==> src/rtl/imem_fetch_requester_pkg.sv <==
// Memory-bus definitions shared by the processor-side bus initiators, plus the
// miss-status table entry types used by the instruction fetch requester.
`ifndef XLEN
`define XLEN 32
`endif

package imem_fetch_requester_pkg;

    localparam int XLEN         = `XLEN;
    localparam int LINE_W       = XLEN - 3;
    localparam int NUM_MEM_TAGS = 15;
    localparam int MAX_TAG_W    = 8;

    typedef enum logic [1:0] {
        BUS_NONE  = 2'h0,
        BUS_LOAD  = 2'h1,
        BUS_STORE = 2'h2
    } BUS_COMMAND;

    typedef enum logic [1:0] {
        BYTE   = 2'h0,
        HALF   = 2'h1,
        WORD   = 2'h2,
        DOUBLE = 2'h3
    } MEM_SIZE;

    typedef enum logic [1:0] {
        INVALID = 2'h0,
        PENDING = 2'h1,
        WAIT    = 2'h2
    } MSHR_STATE;

    // Tags are held at the widest supported bus tag; narrower buses zero-extend.
    typedef struct packed {
        MSHR_STATE             state;
        logic [LINE_W-1:0]     line_addr;
        logic [MAX_TAG_W-1:0]  tag;
    } MSHR_ENTRY;

    localparam MSHR_ENTRY EMPTY_ENTRY = '{state: INVALID, line_addr: '0, tag: '0};

endpackage

==> src/rtl/imem_fetch_requester_prio_enc.sv <==
// Lowest-index picker: returns a one-hot grant and its binary index for the
// lowest set bit of req; any is set when at least one bit is requested.
module fetch_prio_enc #(
    parameter  int N     = 4,
    localparam int IDX_W = (N > 1) ? $clog2(N) : 1
) (
    input  logic [N-1:0]     req,
    output logic [N-1:0]     grant,
    output logic [IDX_W-1:0] idx,
    output logic             any
);

    always_comb begin
        // NOTE: every output of a combinational block gets a default before any
        // conditional assignment; a path that leaves it unassigned infers a latch.
        grant = '0;
        idx   = '0;
        for (int i = N - 1; i >= 0; i--) begin
            if (req[i]) begin
                grant    = '0;
                grant[i] = 1'b1;
                idx      = IDX_W'(i);
            end
        end
    end

    assign any = |req;

endmodule

==> src/rtl/imem_fetch_requester.sv <==
// Instruction-fetch miss handler on the tagged memory bus: merges and tracks
// outstanding line fetches, issues BUS_LOAD commands and turns tag returns into fills.
module imem_fetch_requester
    import imem_fetch_requester_pkg::*;
#(
    parameter int NUM_ENTRIES = 4,
    parameter int TAG_W       = 4
) (
    input  logic              clk,
    input  logic              rst,

    input  logic              req_valid,
    input  logic [`XLEN-1:0]  req_addr,
    output logic              req_ready,

    output logic              fill_valid,
    output logic [`XLEN-1:0]  fill_addr,
    output logic [63:0]       fill_data,

    output BUS_COMMAND        proc2mem_command,
    output logic [`XLEN-1:0]  proc2mem_addr,
    output logic [63:0]       proc2mem_data,
    output MEM_SIZE           proc2mem_size,
    input  logic [TAG_W-1:0]  mem2proc_response,
    input  logic [63:0]       mem2proc_data,
    input  logic [TAG_W-1:0]  mem2proc_tag
);

    localparam int IDX_W = (NUM_ENTRIES > 1) ? $clog2(NUM_ENTRIES) : 1;

    MSHR_ENTRY         entries_q [NUM_ENTRIES];
    MSHR_ENTRY         entries_d [NUM_ENTRIES];
    logic              fill_valid_q, fill_valid_d;
    logic [XLEN-1:0]   fill_addr_q,  fill_addr_d;
    logic [63:0]       fill_data_q,  fill_data_d;

    logic [LINE_W-1:0]      req_line;
    logic [NUM_ENTRIES-1:0] free_vec, pend_vec, hit_vec, ret_vec;
    logic [NUM_ENTRIES-1:0] alloc_grant, issue_grant;
    logic [IDX_W-1:0]       alloc_idx, issue_idx;
    logic                   alloc_any, issue_any;
    logic                   req_hit, alloc_en, resp_ok;

    assign req_line = req_addr[XLEN-1:3];

    // Per-entry classification, all from registered state and this cycle's inputs.
    always_comb begin
        free_vec = '0;
        pend_vec = '0;
        hit_vec  = '0;
        ret_vec  = '0;
        for (int i = 0; i < NUM_ENTRIES; i++) begin
            free_vec[i] = (entries_q[i].state == INVALID);
            pend_vec[i] = (entries_q[i].state == PENDING);
            hit_vec[i]  = (entries_q[i].state != INVALID) &&
                          (entries_q[i].line_addr == req_line);
            ret_vec[i]  = (entries_q[i].state == WAIT) && (mem2proc_tag != '0) &&
                          (entries_q[i].tag == MAX_TAG_W'(mem2proc_tag));
        end
    end

    fetch_prio_enc #(.N(NUM_ENTRIES)) u_alloc_pick (
        .req   (free_vec),
        .grant (alloc_grant),
        .idx   (alloc_idx),
        .any   (alloc_any)
    );

    fetch_prio_enc #(.N(NUM_ENTRIES)) u_issue_pick (
        .req   (pend_vec),
        .grant (issue_grant),
        .idx   (issue_idx),
        .any   (issue_any)
    );

    // An entry completing this cycle is still in WAIT, so hit_vec already
    // covers merging into the line being filled.
    assign req_hit   = |hit_vec;
    assign req_ready = alloc_any || req_hit;
    assign alloc_en  = req_valid && req_ready && !req_hit;
    assign resp_ok   = issue_any && (mem2proc_response != '0);

    always_comb begin
        entries_d    = entries_q;
        fill_valid_d = 1'b0;
        fill_addr_d  = fill_addr_q;
        fill_data_d  = fill_data_q;
        for (int i = 0; i < NUM_ENTRIES; i++) begin
            if (alloc_en && alloc_grant[i]) begin
                entries_d[i] = '{state: PENDING, line_addr: req_line, tag: '0};
            end
            if (resp_ok && issue_grant[i]) begin
                entries_d[i].state = WAIT;
                entries_d[i].tag   = MAX_TAG_W'(mem2proc_response);
            end
            if (ret_vec[i]) begin
                entries_d[i].state = INVALID;
                fill_valid_d       = 1'b1;
                fill_addr_d        = {entries_q[i].line_addr, 3'b000};
                fill_data_d        = mem2proc_data;
            end
        end
    end

    always_ff @(posedge clk) begin
        // NOTE: sequential state is written with <= so every flop samples
        // pre-edge values; = here would make results depend on block ordering.
        if (rst) begin
            // NOTE: the whole table is cleared, not just the state field; it is a
            // few flops and keeps stale tags/addresses out of debug views.
            for (int i = 0; i < NUM_ENTRIES; i++) begin
                entries_q[i] <= EMPTY_ENTRY;
            end
            fill_valid_q <= 1'b0;
            fill_addr_q  <= '0;
            fill_data_q  <= '0;
        end else begin
            entries_q    <= entries_d;
            fill_valid_q <= fill_valid_d;
            fill_addr_q  <= fill_addr_d;
            fill_data_q  <= fill_data_d;
        end
    end

    assign fill_valid       = fill_valid_q;
    assign fill_addr        = fill_addr_q;
    assign fill_data        = fill_data_q;
    assign proc2mem_command = issue_any ? BUS_LOAD : BUS_NONE;
    assign proc2mem_addr    = issue_any ? {entries_q[issue_idx].line_addr, 3'b000} : '0;
    assign proc2mem_data    = '0;
    assign proc2mem_size    = DOUBLE;

    logic unused_ok;
    assign unused_ok = ^{req_addr[2:0], alloc_idx};

    // Invariants on tags held by waiting entries.
    logic wait_tag_zero, wait_tag_dup;
    always_comb begin
        wait_tag_zero = 1'b0;
        wait_tag_dup  = 1'b0;
        for (int i = 0; i < NUM_ENTRIES; i++) begin
            if (entries_q[i].state == WAIT && entries_q[i].tag == '0) begin
                wait_tag_zero = 1'b1;
            end
            for (int j = i + 1; j < NUM_ENTRIES; j++) begin
                if (entries_q[i].state == WAIT && entries_q[j].state == WAIT &&
                    entries_q[i].tag == entries_q[j].tag) begin
                    wait_tag_dup = 1'b1;
                end
            end
        end
    end

    a_wait_tag_nonzero: assert property (@(posedge clk) disable iff (rst) !wait_tag_zero);
    a_wait_tag_unique:  assert property (@(posedge clk) disable iff (rst) !wait_tag_dup);

endmodule

==> config.mk <==
export PLATFORM = sky130hd
export DESIGN_NAME = imem_fetch_requester
export DESIGN_NICKNAME = d
export VERILOG_FILES = /design/src/rtl/imem_fetch_requester_pkg.sv /design/src/rtl/imem_fetch_requester_prio_enc.sv /design/src/rtl/imem_fetch_requester.sv
export SDC_FILE = /design/constraint.sdc
export NUM_CORES = 1
export LEC_CHECK = 0
export ABC_AREA = 1
export CAP_MARGIN = 40
export CORE_MARGIN = 3
export CORE_UTILIZATION = 70
export DETAILED_ROUTE_END_ITERATION = 16
export DONT_BUFFER_PORTS = 1
export PLACE_DENSITY = 0.91
export SLEW_MARGIN = 10
export SYNTH_ARGS = -nofsm -noshare
export SYNTH_HDL_FRONTEND = slang
export SYNTH_SLANG_ARGS = --single-unit
==> constraint.sdc <==
create_clock -name clk -period 6 [get_ports clk]
set_input_delay 1.8 -clock clk [delete_from_list [all_inputs] [get_ports clk]]
set_output_delay 1.8 -clock clk [all_outputs]
set_load 0.01 [all_outputs]
-- After elaboration in Yosys (flattened, before gate mapping)
Cells that the tools add are included.
- multiplexer cells: 41
- eq/ne operators: 16
- bitwise gates (word level): 1
- reduce and logical (&&, ||, !) cells: 51
- order comparisons: 1
- operator list (kind ; number):
    64-bit 2-to-1 mux ; 4
    32-bit 2-to-1 mux ; 5
    39-bit 2-to-1 mux ; 4
    29-bit == test ; 4
    39-bit binary-select mux with 2-bit select ; 1
    37-bit 2-to-1 mux ; 2
    4-bit 2-to-1 mux ; 12
    1-bit logical AND ; 23
    4-bit == test ; 4
    2-bit 2-to-1 mux ; 8
    2-bit nonzero test ; 8
    4-bit nonzero test ; 3
    3-bit OR reduction ; 4
    4-bit OR reduction ; 3
    2-bit by 1-bit == test with 1-bit output (second input constant) ; 4
    2-bit == test (second input constant) ; 4
    2-bit zero test ; 4
    2-bit OR reduction ; 4
    1-bit 2-to-1 mux ; 5
    3-bit >= comparator (second input constant) ; 1
    2-bit NOT with 3-bit output ; 1
    1-bit zero test ; 1
    1-bit logical OR ; 1
- register bits: 234
- word-level logic and storage cells: 129
- input port bits: 107
- output and inout port bits: 198

-- Longest topological paths before layout
Gate-level depths: netlist (run 1).
- depth after elaboration: 10
- mapped depth: 17
- mapped depth without buffers: 15

-- By module
From an unflattened synthesis (run 1), not the netlist that was laid out.
- cell total of the unflattened synthesis: 2147
- area, all modules: 13497.9 um^2
- modules (own cells, without submodules) (module ; cells each ; seq. area each (um^2) ; area an instance (um^2) ; instances):
    imem_fetch_requester ; 2117 ; 4684.5 ; 13367.8 ; 1
    fetch_prio_enc ; 15 ; 0.0 ; 65.1 ; 2

-- Worst setup path before layout (run 1)
No wires, ideal clock.
- path type: input to output
- from: input req_addr[20]
- to: output req_ready
- data required time: 4.200 ns
- data arrival time: 2.745 ns
- path buffers: 1
- stages: 13
- setup slack: 1.455 ns
- cells stage by stage: buf_2 inv_2 nand2_1 nand2_1 inv_1 nand2_1 nor2_1 nand2_1 nor2_1 nand2_1 nand2_2 nor2_8 nand2_1
- word-level cells in the longest chain between the ends: 4
- elaborated cells on any way between the ends: 10
- RTL lines (item ; RTL line ; RTL):
    start: declaration ; imem_fetch_requester.sv:13 ; input logic [`XLEN-1:0] req_addr,
    29-bit == test ; imem_fetch_requester.sv:56 ; (entries_q[i].line_addr == req_line);
    1-bit logical AND ; imem_fetch_requester.sv:55 ; hit_vec[i] = (entries_q[i].state != INVALID) &&
    4-bit OR reduction * ; imem_fetch_requester.sv:78 ; assign req_hit = |hit_vec;
    1-bit logical OR * ; imem_fetch_requester.sv:79 ; assign req_ready = alloc_any || req_hit;
    end: declaration ; imem_fetch_requester.sv:14 ; output logic req_ready,
Mark *: on every way between the ends. The rest lies on a longest branch, timed or not.

-- Worst setup path in the final report (run 1)
- from: input req_addr[27]
- to: output req_ready
Same word-level chain as after synthesis.

==> flow_summary.ini, run 1 <==
[floorplanning]
dieArea_um2 = 20900
rows = 50
start_util = 0.716
coreArea_um2 = 18800
chipHeight_um = 145
ioPinCount = 305
die_w_um = 145

[yosys]
synthDistinctLibCells = 35
ys_seq_elements = 234
syn-cell-area_um2 = 13400
yosys_warnings = 0
synth_edf_count = 0
yosysSeqAreaShare = 0.349
synthCells = 2150
synth-async-reset-ratio = 0
syn_area_per_cell_um2 = 6.25
synthFlopType = dfxtp_1

[layout]
fin_area_um2 = 13700
layout.nets = 2161
area_growth_pct = 1.90
fillerInstances = 1562
drive_above_1_share = 0.0391
fin_util = 0.729

[grt]
antenna_found_initial = 2
grt_pass1_vias = 11800
grt_pass1_wl_mm = 61.3
grt_remaining_overflow = 0
grt_max_degree = 107
grt_usage = 0.369

[power]
ir_worst_vdd_uv = 226
p_total_uw = 3960
power_leakage_uw = 0.00650
power.density_nw_per_um2 = 289

[drt]
drc = 0
vias = 13500
drt_iter0_markers = 1822
wl_per_cell_um = 17.8
totalWireLength_mm = 41.0
ant_nets = 0
routed_via_density = 5.85
drtPass1Iterations = 9

[critical_path]
path_class = primary input to primary output
crit_family = simple AND/OR/NAND/NOR gates
cp-start-kind = primary input
path_common_cell = nand2_1
critPathMaxFanout = 9
cp_slowest_cell = nand2_1
critPathRequiredTime_ps = 4200
path_buf_inv = 2
cp-end-kind = primary output
critical-path-max-stage-delay_ps = 180
path_cells = inv_1, nand2_1, nand2_1, inv_1, nand2_1, nor2_1, nand2_1, nor2_1, nand2_1, nand2_2, nor2_8, nand2_1
cp.arrival_ps = 2940

[clock_network]
ctsHtreeMaxLevel = 1
cts_tree = yes
cts_resized = 0
clockRootBuffer = clkbuf_16
clock_path_buffers = 3
postCtsHoldBufs = 0
clkSinkCount = 234
worstSkewPairLatency_ps = 530
cts.clk_slew.worst_paths_ps = 60
numCtsBuffers = 25
cts_setup_buffers = 0

[placement]
dpl-instance-area_um2 = 12800
globalplace.congestion = 0.996
io_buffers = 0
hpwl_mm = 27.8

[sta]
period_needed_ps = 4740
fin_tns_setup_ps = 0
drv_slew = 0
hold_viol = 0
min_period_over_period = 0.791
fin_skew_ps = 12.5
fmaxAchievable_mhz = 211
rsz0062_at_grt = no
worst_pin_slew_ps = 825
relSlewSlack = 0.450
setup_violations = 0

[worst_hold_path]
hp-class = flop to flop

[run_status]
status = finished, final reports clean

[run]
max_cap_viol_count = 0
## layout by cell type, fill, tap and decap left out, drive strengths merged
cell,n
a211oi,5
a21oi,83
a31oi,29
buf,16
bufinv,4
clkbuf,33
clkinv,6
clkinvlp,1
conb,73
dfxtp,234
diode,1
inv,204
nand2,603
nand3,87
nand4,13
nor2,459
nor3,3
nor3b,1
nor4,2
o211a,1
o211ai,58
o21ai,119
o22ai,3
xnor2,34
xor2,1
## path summary, 6_finish.rpt
path,from,to,slack [ps],cells after the start
min,entries_q[76],entries_q[76],480,2
min reg2reg,entries_q[76],entries_q[76],480,2
max,req_addr[27],req_ready,1260,12
max reg2reg,entries_q[155],entries_q[120],3410,11
## per-layer routing
metal,share of wire,track usage
met1,0.36,0.460
met2,0.45,0.604
met3,0.14,0.0853
met4,0.054,0.178
met5,0.00032,0
## metrics by stage
| step | setup WS [ps] | hold slack [ps] | cells |
|---|---|---|---|
| final | 1260 | 481 | 2307 |
| after global routing | 1140 | 501 | 2307 |
| after CTS | 1300 | 475 | 2306 |
| after detailed placement | 1310 | 466 | 2261 |
| after global placement | 1300 | 457 | 2259 |
| after floorplan | 1460 | 449 | 2221 |
## synthesized netlist by cell type, types with 34 or more instances
master | count | area share
nand2_1 | 601 | 0.17
nor2_1 | 454 | 0.13
dfxtp_1 | 234 | 0.35
inv_1 | 193 | 0.054
buf_4 | 100 | 0.056
a21oi_1 | 83 | 0.031
nand3_1 | 83 | 0.031
o21ai_0 | 76 | 0.028
o211ai_1 | 58 | 0.032
clkbuf_1 | 49 | 0.014
o21ai_1 | 42 | 0.016
buf_2 | 41 | 0.015
xnor2_1 | 34 | 0.022
## power by group
part | switching (uW) | total (uW) | internal [uW]
clock | 646 | 1610 | 965
combinational | 463 | 655 | 192
sequential | 62.8 | 1690 | 1630
## cells by family after synthesis
kind of cell              share of synthesized area
xor gates and xnor gates                     0.0228
AOI/OAI and AO/OA                             0.126
other                                      0.000559
buffers and inverters                         0.156
and+or+nand+nor                               0.345
DFF                                           0.349
## state kept, by name, summed over array words and instances, names as in the netlist
signal,flops
fill_data,64
fill_addr,29
entries_q,140
fill_valid,1
## layout make-up
type,instances,area [um^2],area share
Multi-Input combinational cell,1574,6930,0.506
Timing Repair Buffer,16,165,0.0121
Antenna cell,1,2.50,0.000183
Inverter,203,767,0.0560
Clock inverter,12,170,0.0124
Clock buffer,33,676,0.0494
Tap cell,234,293,0.0214
Sequential cell,234,4680,0.342
## worst register-to-register path, cell delays in order (launching register included)
cell,delay (ps)
dfxtp_1,430
nor2_1,140
inv_1,90
nand2_1,90
nor2_2,520
buf_4,470
nor2_1,120
inv_1,100
nor2_1,110
inv_1,170
nand3_1,100
a21oi_1,170
No activity file was read; power rests on OpenSTA's default activity.
==> run 2, diff against run 1 <==
--- a/config.mk
+++ b/config.mk
@@ -8,10 +8,10 @@
 export ABC_AREA = 1
 export CAP_MARGIN = 40
 export CORE_MARGIN = 3
-export CORE_UTILIZATION = 70
+export CORE_UTILIZATION = 58
 export DETAILED_ROUTE_END_ITERATION = 16
 export DONT_BUFFER_PORTS = 1
-export PLACE_DENSITY = 0.91
+export PLACE_DENSITY = 0.81
 export SLEW_MARGIN = 10
 export SYNTH_ARGS = -nofsm -noshare
 export SYNTH_HDL_FRONTEND = slang
==> constraint.sdc (replaced) <==
create_clock -name clk -period 3.9 [get_ports clk]
set_input_delay 1.17 -clock clk [delete_from_list [all_inputs] [get_ports clk]]
set_output_delay 1.17 -clock clk [all_outputs]
set_load 0.01 [all_outputs]
==> run 2 against run 1 <==
Effect of this change:
- power up 50%
- first-iteration DRC count down 20%
- core utilization down 12 points
- register-to-register slack worse by 2000 ps
- sequential power up 54%
- routed wire length up 1.1%
- clock power up 42%
- hold slack worse by 6.3 ps
- non-clock buffer count up 15
==> flow_summary.ini, run 2 (same netlist as run 1, synthesis figures left out) <==
[placement]
pre_cts_ws_ps = 475
place_inst = 2327
io_buffers = 0
hpwl_mm = 28.4
globalplace.congestion = 1.02

[run_status]
status = finished, final reports clean

[sta]
fin_tns_setup_ps = 0
min_period_over_period = 0.983
drv_slew = 0
hold_viol = 0
worst_pin_slew_ps = 732
period_needed_ps = 3830
hold_ws_ps = 475
relSlewSlack = 0.512
fin_skew_ps = 10.7
worst_slack_ps = 66.5
fmaxAchievable_mhz = 261
setup_violations = 0

[critical_path]
path_class = flop to primary output
cp-end-kind = primary output
critical_path.startpoint = entries_q[154]
cp.arrival_ps = 2660
critPathRequiredTime_ps = 2730
cp-start-kind = flop
critPathMaxFanout = 30
r2r_slack_ps = 1430
r2r_start = entries_q[77]

[drt]
ant_nets = 0
routed_via_density = 5.57
vias = 13200
drc = 0
drt_iter0_markers = 1465
totalWireLength_mm = 41.4
drtPass1Iterations = 8
wl_per_cell_um = 17.5

[floorplanning]
dieArea_um2 = 25000
chipHeight_um = 158
start_util = 0.591
rows = 55
die_w_um = 158
ioPinCount = 305
coreArea_um2 = 22700

[layout]
top_register = entries_q
largest_register_ffs = 140
final_common_cell = nand2_1
fin_cells = 2373
drive_above_1_share = 0.0450
layout.nets = 2176
area_growth_pct = 3.25
mostFrequentLayoutCells = 601 x nand2_1, 451 x nor2_1, 234 x dfxtp_1
n_antenna_cell = 0

[clock_network]
worstSkewPairLatency_ps = 540
cts.clk_slew.worst_paths_ps = 60
clockRootBuffer = clkbuf_16
clkSinkCount = 234
ctsHtreeMaxLevel = 1
cts_tree = yes
numCtsBuffers = 25
cts_setup_buffers = 0
cts_resized = 1
clock_path_buffers = 3
postCtsHoldBufs = 0

[power]
p_int_uw = 4130
p_switching_uw = 1810
ir_worst_vdd_uv = 331
p_sw_frac = 0.304
pwr-share-comb = 0.177
power.density_nw_per_um2 = 428
clockPowerShare = 0.386
pwr-share-seq = 0.437
power_leakage_uw = 0.00655
p_total_uw = 5940

[run]
max_cap_viol_count = 0

[grt]
grt_remaining_overflow = 0
grt_pass1_vias = 11700
grt_pass1_wl_mm = 62.2
grt_usage = 0.312
grt_max_degree = 77
antenna_found_initial = 0

[worst_hold_path]
hp-class = flop to flop
hold_start = entries_q[0]
[run 2: cell count changes in the layout (fill, tap and decap cells not counted), sizes merged]
cell / delta
buf: +15
clkbuf: +10
diode: -1
clkinv: -4
bufinv: -4
inv: -1
[run 2: final timing paths]
check                                          to  cells past startpoint
worst max-delay path            proc2mem_addr[31]                     10
worst min register to register       entries_q[0]                      2
worst min-delay path                 entries_q[0]                      2
worst max register to register      entries_q[10]                     14
[run 2: critical path, stage by stage (launching register included)]
cell      delay [ps]
dfxtp_1          380
inv_1            100
nor2_2           200
inv_1             80
nand2_1          120
inv_1             50
nand2_1          150
buf_6            340
o211ai_1         150
a21oi_1          350
buf_4            200
[run 2: power groups by stage]
stage	Combinational (uW)	Sequential [uW]	Clock, uW
6_report	1050	2600	2290
5_1_grt	1170	2610	2400
4_1_cts	1020	2600	2320
3_5_place_dp	1020	2650	0
3_3_place_gp	997	2640	0
2_1_floorplan	873	2620	0
[run 2: layout make-up]
class	count	area, um^2
Inverter	203	771
Tap cell	285	357
Fill cell	2155	8840
Clock inverter	3	18.8
Timing Repair Buffer	31	349
Clock buffer	43	753
Multi-Input combinational cell	1574	6930
Sequential cell	234	4680
[run 2: per-layer routing]
metal,global-route usage,up-vias,wire length [um]
li1,-,6391,-
met1,0.389,5945,15800
met5,0,-,0
met3,0.0746,128,4860
met2,0.522,757,19000
met4,0.124,0,1820
[run 2: per-stage QoR]
stage	utilization	area (um^2)
floorplan	-	13700
global placement	0.575	13100
detailed placement	0.576	13100
CTS	0.610	13900
global route	0.611	13900
finish	0.611	13900
